$ cat src/rtl/mem_ctrl.sv
// Byte-serial memory controller: arbitrates an instruction-fetch port and a
// load/store port onto one 8-bit single-port RAM with a one-cycle read latency.
module mem_ctrl (
  input  logic        clk,
  input  logic        rst,
  input  logic        if_req,
  input  logic [31:0] if_addr,
  input  logic        if_flush,
  output logic        if_done,
  output logic [31:0] if_inst,
  input  logic        d_req,
  input  logic        d_we,
  input  logic [1:0]  d_size,
  input  logic [31:0] d_addr,
  input  logic [31:0] d_wdata,
  output logic        d_done,
  output logic [31:0] d_rdata,
  output logic [16:0] mem_addr,
  output logic [7:0]  mem_dout,
  input  logic [7:0]  mem_din,
  output logic        mem_wr
);

  typedef enum logic [1:0] {S_IDLE = 2'd0, S_BUSY = 2'd1, S_DONE = 2'd2} state_t;
  typedef enum logic {P_IF = 1'b0, P_D = 1'b1} port_t;

  state_t      r_state, w_state;
  port_t       r_last, w_last, r_port, w_port;
  logic [1:0]  r_cnt, w_cnt, r_last_idx, w_last_idx;
  logic        r_tail, w_tail, r_we, w_we;
  logic [16:0] r_addr, w_addr;
  logic [31:0] r_wdata, w_wdata, r_asm, w_asm;
  logic [31:0] r_if_inst, w_if_inst, r_d_rdata, w_d_rdata;
  logic        w_if_ok;
  logic [4:0]  w_wr_base, w_rd_base;
  logic        w_unused;

  assign w_if_ok   = if_req & ~if_flush;
  assign w_wr_base = {r_cnt, 3'b000};
  // In the tail cycle r_cnt still holds N-1, which is the byte arriving now.
  assign w_rd_base = r_tail ? {r_cnt, 3'b000} : {r_cnt - 2'd1, 3'b000};
  assign w_unused  = ^{if_addr[31:17], d_addr[31:17]};

  assign if_inst = r_if_inst;
  assign d_rdata = r_d_rdata;

  always_comb begin
    // NOTE: every signal written here gets a default first, so no path infers a latch.
    w_state    = r_state;
    w_last     = r_last;
    w_port     = r_port;
    w_cnt      = r_cnt;
    w_last_idx = r_last_idx;
    w_tail     = r_tail;
    w_we       = r_we;
    w_addr     = r_addr;
    w_wdata    = r_wdata;
    w_asm      = r_asm;
    w_if_inst  = r_if_inst;
    w_d_rdata  = r_d_rdata;
    mem_wr     = 1'b0;
    mem_addr   = '0;
    mem_dout   = '0;
    if_done    = 1'b0;
    d_done     = 1'b0;

    unique case (r_state)
      S_IDLE: begin
        if (d_req && (!w_if_ok || r_last == P_IF)) begin
          w_port  = P_D;
          w_addr  = d_addr[16:0];
          w_we    = d_we;
          w_wdata = d_wdata;
          unique case (d_size)
            2'b00:   w_last_idx = 2'd0;
            2'b01:   w_last_idx = 2'd1;
            default: w_last_idx = 2'd3;
          endcase
        end else if (w_if_ok) begin
          w_port     = P_IF;
          w_addr     = if_addr[16:0];
          w_we       = 1'b0;
          w_wdata    = '0;
          w_last_idx = 2'd3;
        end
        if (d_req || w_if_ok) begin
          w_state = S_BUSY;
          w_cnt   = 2'd0;
          w_tail  = 1'b0;
          w_asm   = '0;
          w_last  = w_port;
        end
      end

      S_BUSY: begin
        if (r_tail) begin
          w_asm[w_rd_base +: 8] = mem_din;
          if (r_port == P_IF) w_if_inst = w_asm;
          else                w_d_rdata = w_asm;
          w_state = S_DONE;
        end else begin
          mem_addr = r_addr + 17'(r_cnt);
          mem_wr   = r_we;
          if (r_we)                 mem_dout = r_wdata[w_wr_base +: 8];
          else if (r_cnt != 2'd0)   w_asm[w_rd_base +: 8] = mem_din;
          if (r_cnt == r_last_idx) begin
            if (r_we) w_state = S_DONE;
            else      w_tail  = 1'b1;
          end else begin
            w_cnt = r_cnt + 2'd1;
          end
        end
        // A PC change abandons the fetch outright; the partial word is dropped.
        if (r_port == P_IF && if_flush) begin
          w_state   = S_IDLE;
          w_tail    = 1'b0;
          w_asm     = '0;
          w_if_inst = r_if_inst;
        end
      end

      S_DONE: begin
        if_done = (r_port == P_IF);
        d_done  = (r_port == P_D);
        w_state = S_IDLE;
      end

      default: w_state = S_IDLE;
    endcase
  end

  // NOTE: sequential state uses non-blocking assignments so every register samples pre-edge values.
  always_ff @(posedge clk or negedge rst) begin
    if (!rst) begin
      r_state    <= S_IDLE;
      r_last     <= P_IF;
      r_port     <= P_IF;
      r_cnt      <= '0;
      r_last_idx <= '0;
      r_tail     <= 1'b0;
      r_we       <= 1'b0;
      r_addr     <= '0;
      r_wdata    <= '0;
      r_asm      <= '0;
      r_if_inst  <= '0;
      r_d_rdata  <= '0;
    end else begin
      r_state    <= w_state;
      r_last     <= w_last;
      r_port     <= w_port;
      r_cnt      <= w_cnt;
      r_last_idx <= w_last_idx;
      r_tail     <= w_tail;
      r_we       <= w_we;
      r_addr     <= w_addr;
      r_wdata    <= w_wdata;
      r_asm      <= w_asm;
      r_if_inst  <= w_if_inst;
      r_d_rdata  <= w_d_rdata;
    end
  end

endmodule

$ cat config.mk
export PLATFORM = sky130hd
export DESIGN_NAME = mem_ctrl
export DESIGN_NICKNAME = d
export VERILOG_FILES = /design/src/rtl/mem_ctrl.sv
export SDC_FILE = /design/constraint.sdc
export NUM_CORES = 1
export LEC_CHECK = 0
export ABC_AREA = 1
export ABC_CLOCK_PERIOD_IN_PS = 2850
export BUFFER_PORTS_ARGS = -buffer_cell sky130_fd_sc_hd__buf_4
export CAP_MARGIN = 10
export CORE_ASPECT_RATIO = 1.1
export CORE_UTILIZATION = 35
export DETAILED_ROUTE_END_ITERATION = 8
export GPL_TIMING_DRIVEN = 0
export SETUP_SLACK_MARGIN = 0.1
export SLEW_MARGIN = 20
export SYNTH_ARGS = -nofsm -noshare
export SYNTH_HDL_FRONTEND = slang
export SYNTH_SLANG_ARGS = --single-unit
export TNS_END_PERCENT = 20
$ cat constraint.sdc
create_clock -name clk -period 2.85 [get_ports clk]
set_clock_uncertainty 0.15 [all_clocks]
set_input_delay 0.1425 -clock clk [delete_from_list [all_inputs] [get_ports clk]]
set_output_delay 0.1425 -clock clk [all_outputs]
set_load 0.1 [all_outputs]
==> flow_summary.json <==
{
  "yosysSeqAreaShare_pct": 51.54,
  "layoutNonFillerInstCount": 1584,
  "ys_ff_latch": 155,
  "setup.worst_path.class": "register to output port",
  "clk_latency_ps": 430,
  "htreeDepth": 4,
  "wl_um": 22460,
  "first_pass_iters": 5,
  "nNetsFinal": 1405,
  "drc": 0,
  "die_x_um": 141.8,
  "drive_above_1_share_pct": 22.94,
  "vias": 7381,
  "fin_crit_ps": 2621,
  "synth_top_cell_area_share_pct": 51.54,
  "setup_viol": 0,
  "die_h_um": 155.8,
  "antenna_found_initial": 0,
  "ant_nets": 0,
  "clk_pin_slew_ps": 70,
  "fill_cells": 2055,
  "cap_viol_max_count": 0,
  "areaGrowthSynthToFinish_pct": 45.45,
  "grt_setup_unrepaired": "true",
  "gp_congestion": 0.8580,
  "ys_warn_count": 0,
  "post_synth.cell_area_avg_um2": 7.459,
  "ys.flop_type": "dfrtp_1",
  "end_kind": "output port",
  "synth_nets": 1128,
  "slowest_stage": "dfrtp_2",
  "crit_fanout": 5,
  "yosysUniqueCellTypes": 29,
  "max-slew-margin-rel_pct": 55.33,
  "cts_tree": "yes",
  "start_util_pct": 36.09,
  "placedCellCount": 1469,
  "final_util_pct": 52.50,
  "netlist_instances": 1009,
  "grt_pass1_vias": 7124,
  "io_pins": 204,
  "syn-cell-area_um2": 7526,
  "cts_inserted_buffers": 17,
  "powerDensity_nw_per_um2": 1353,
  "crit_family": "adder cells",
  "place_hpwl_um": 16190,
  "cts_sinks": 155,
  "cellLeakagePower_nw": 5.716,
  "grt.total_usage_pct": 21.10,
  "synth_area_leaders": "dfrtp_1, nand2_1, a21oi_1",
  "synth_edf_count": 0,
  "worst_slew_pin_slew_ps": 669.3,
  "grt_first_pass_wirelength_um": 36290,
  "grt_max_degree": 54,
  "worst-path-buf-inv": 2,
  "async_flop_share_pct": 100.0,
  "cp_cell_sequence": "buf_6 -> ha_4 -> fa_2 -> nand2_4 -> nor2_4 -> nand3_4 -> o21ai_0 -> a21oi_2 -> buf_12",
  "yosys.area.top_type": "dfrtp_1",
  "clockBufferDepth": 2,
  "status": "completed",
  "die_area_um2": 22090,
  "min_path_type": "input port to register",
  "worstPathArrival_ps": 2330,
  "critPathLaunchType": "register",
  "clock.fmax_mhz": 381.5,
  "drt_iter0_markers": 450,
  "viasPerCell": 4.660,
  "core_um2": 20850,
  "maxSlewViolCount": 0,
  "hold_viol_final": 0,
  "fin_crit_sh_pct": 91.97,
  "portBuffers": 173,
  "regArea_um2": 3881,
  "multi_input_area_um2": 3468,
  "required_ps": 2560,
  "finalPower_mw": 14.81,
  "rows": 55,
  "max_stage_delay_ps": 430,
  "avgRoutedWirePerCell_um": 14.18,
  "num_antenna_cells": 0,
  "grt_overflow": 0,
  "vdd_drop_max_uv": 1619,
  "cts-root-buf": "clkbuf_16"
}
-- worst reg2reg max path, cell delays in order, from the launching register on --
cell and delay (ps):
dfrtp_2 390, buf_8 120, clkinv_4 120, ha_1 340
nand2_1 90, o21ai_4 130, inv_2 90, ha_4 290
buf_6 120, inv_1 60, nor2_4 240, nand2_1 120
nand2_2 110, nand2_1 60, nand2_1 60
-- placed cells by master (no fill, tap or decap), types with 6 or more instances in the layout --
master           n
nand2_1        472
nor2_1          53
clkbuf_16       17
dfrtp_1        153
dlygate4sd3_1   76
nor3_1          14
buf_4          176
buf_2           22
a21oi_4          7
a21oi_1         55
o21ai_0         49
o21ai_1          6
inv_1           46
nor2_4           6
inv_6           10
nand3_1         45
clkbuf_1        18
nand2_2         16
-- path summary, 6_finish.rpt --
kind,slack (ps),startpoint,endpoint,cells after the start
max,230,r_cnt[0],mem_addr[12],9
min in group asynchronous,70,rst,if_inst[1],2
max reg2reg,320,r_cnt[0],d_rdata[31],14
max in group asynchronous,1850,rst,r_cnt[1],3
min,0.4,mem_din[1],d_rdata[1],5
min reg2reg,330,d_rdata[29],d_rdata[29],2
-- cell usage after synthesis (2+ instances only) --
library cell / number
nand2_1: 488
dfrtp_1: 155
a21oi_1: 64
nor2_1: 60
o21ai_0: 50
inv_1: 46
nand3_1: 46
buf_2: 22
clkbuf_1: 20
nor3_1: 14
ha_1: 6
o21ai_1: 6
clkinv_1: 4
inv_2: 4
buf_4: 3
nand4_1: 3
o21ai_2: 3
xnor2_1: 3
a21oi_2: 2
-- area by class of cell --
cell class,instances,area share [%]
tap,285,3.258
timing repair buffer,259,20.36
clock buffer,17,3.886
buffer,44,2.023
inverter,55,1.977
multi-input combinational,754,31.68
sequential,155,35.46
clock inverter,15,1.360
-- kinds of logic (layout without fill, tap and decap cells) --
family	Yosys count	count (layout)	synth area share, %
AOI/OAI and AO/OA	127	127	8.762
DFF	155	155	51.54
xor gates and xnor gates	4	4	0.7150
and+or+nand+nor	616	616	32.19
buffers and inverters	100	390	5.536
adders and majority gates	7	7	1.263
-- power breakdown --
group | switching, mW | total, mW | internal [mW]
sequential | 0.509 | 3.51 | 3.00
combinational | 6.73 | 9.05 | 2.31
clock | 1.02 | 2.25 | 1.23
-- repair_timing --
action / 4_1_cts / 5_1_grt
endpoints found under the hold margin: 217 / 0
hold buffers: 76 / 0
resized for setup: 18 / 40
pin swaps: 1 / 9
setup buffers: 4 / 3
gates cloned: 0 / 1
endpoints found under the setup margin: 100 / 101
-- through the flow --
stage	area, um^2	setup TNS, ps	setup slack [ps]	hold WS (ps)
3_3_place_gp	9301	-38100	-571.1	218.3
3_5_place_dp	9364	-42950	-626.8	-61.67
6_report	10950	0	228.8	0.3824
4_1_cts	10790	0	75.09	1.922
5_1_grt	10950	0	86.82	14.27
2_1_floorplan	7646	-609.8	-179.4	-303.1
-- registers in the layout, indices dropped and copies added (netlist names), 2 cells and up --
signal / flops
r_addr: 17
if_inst: 32
r_state: 2
d_rdata: 32
r_asm: 32
r_cnt: 2
r_wdata: 32
r_last_idx: 2
-- routing by layer --
metal | share of wire, % | GRT usage (%)
met1 | 45 | 26.73
met2 | 49 | 35.84
met3 | 5.6 | 5.463
met4 | 1.0 | 5.069
met5 | 0 | 0
Note: power is estimated with default switching activity, not from simulation.
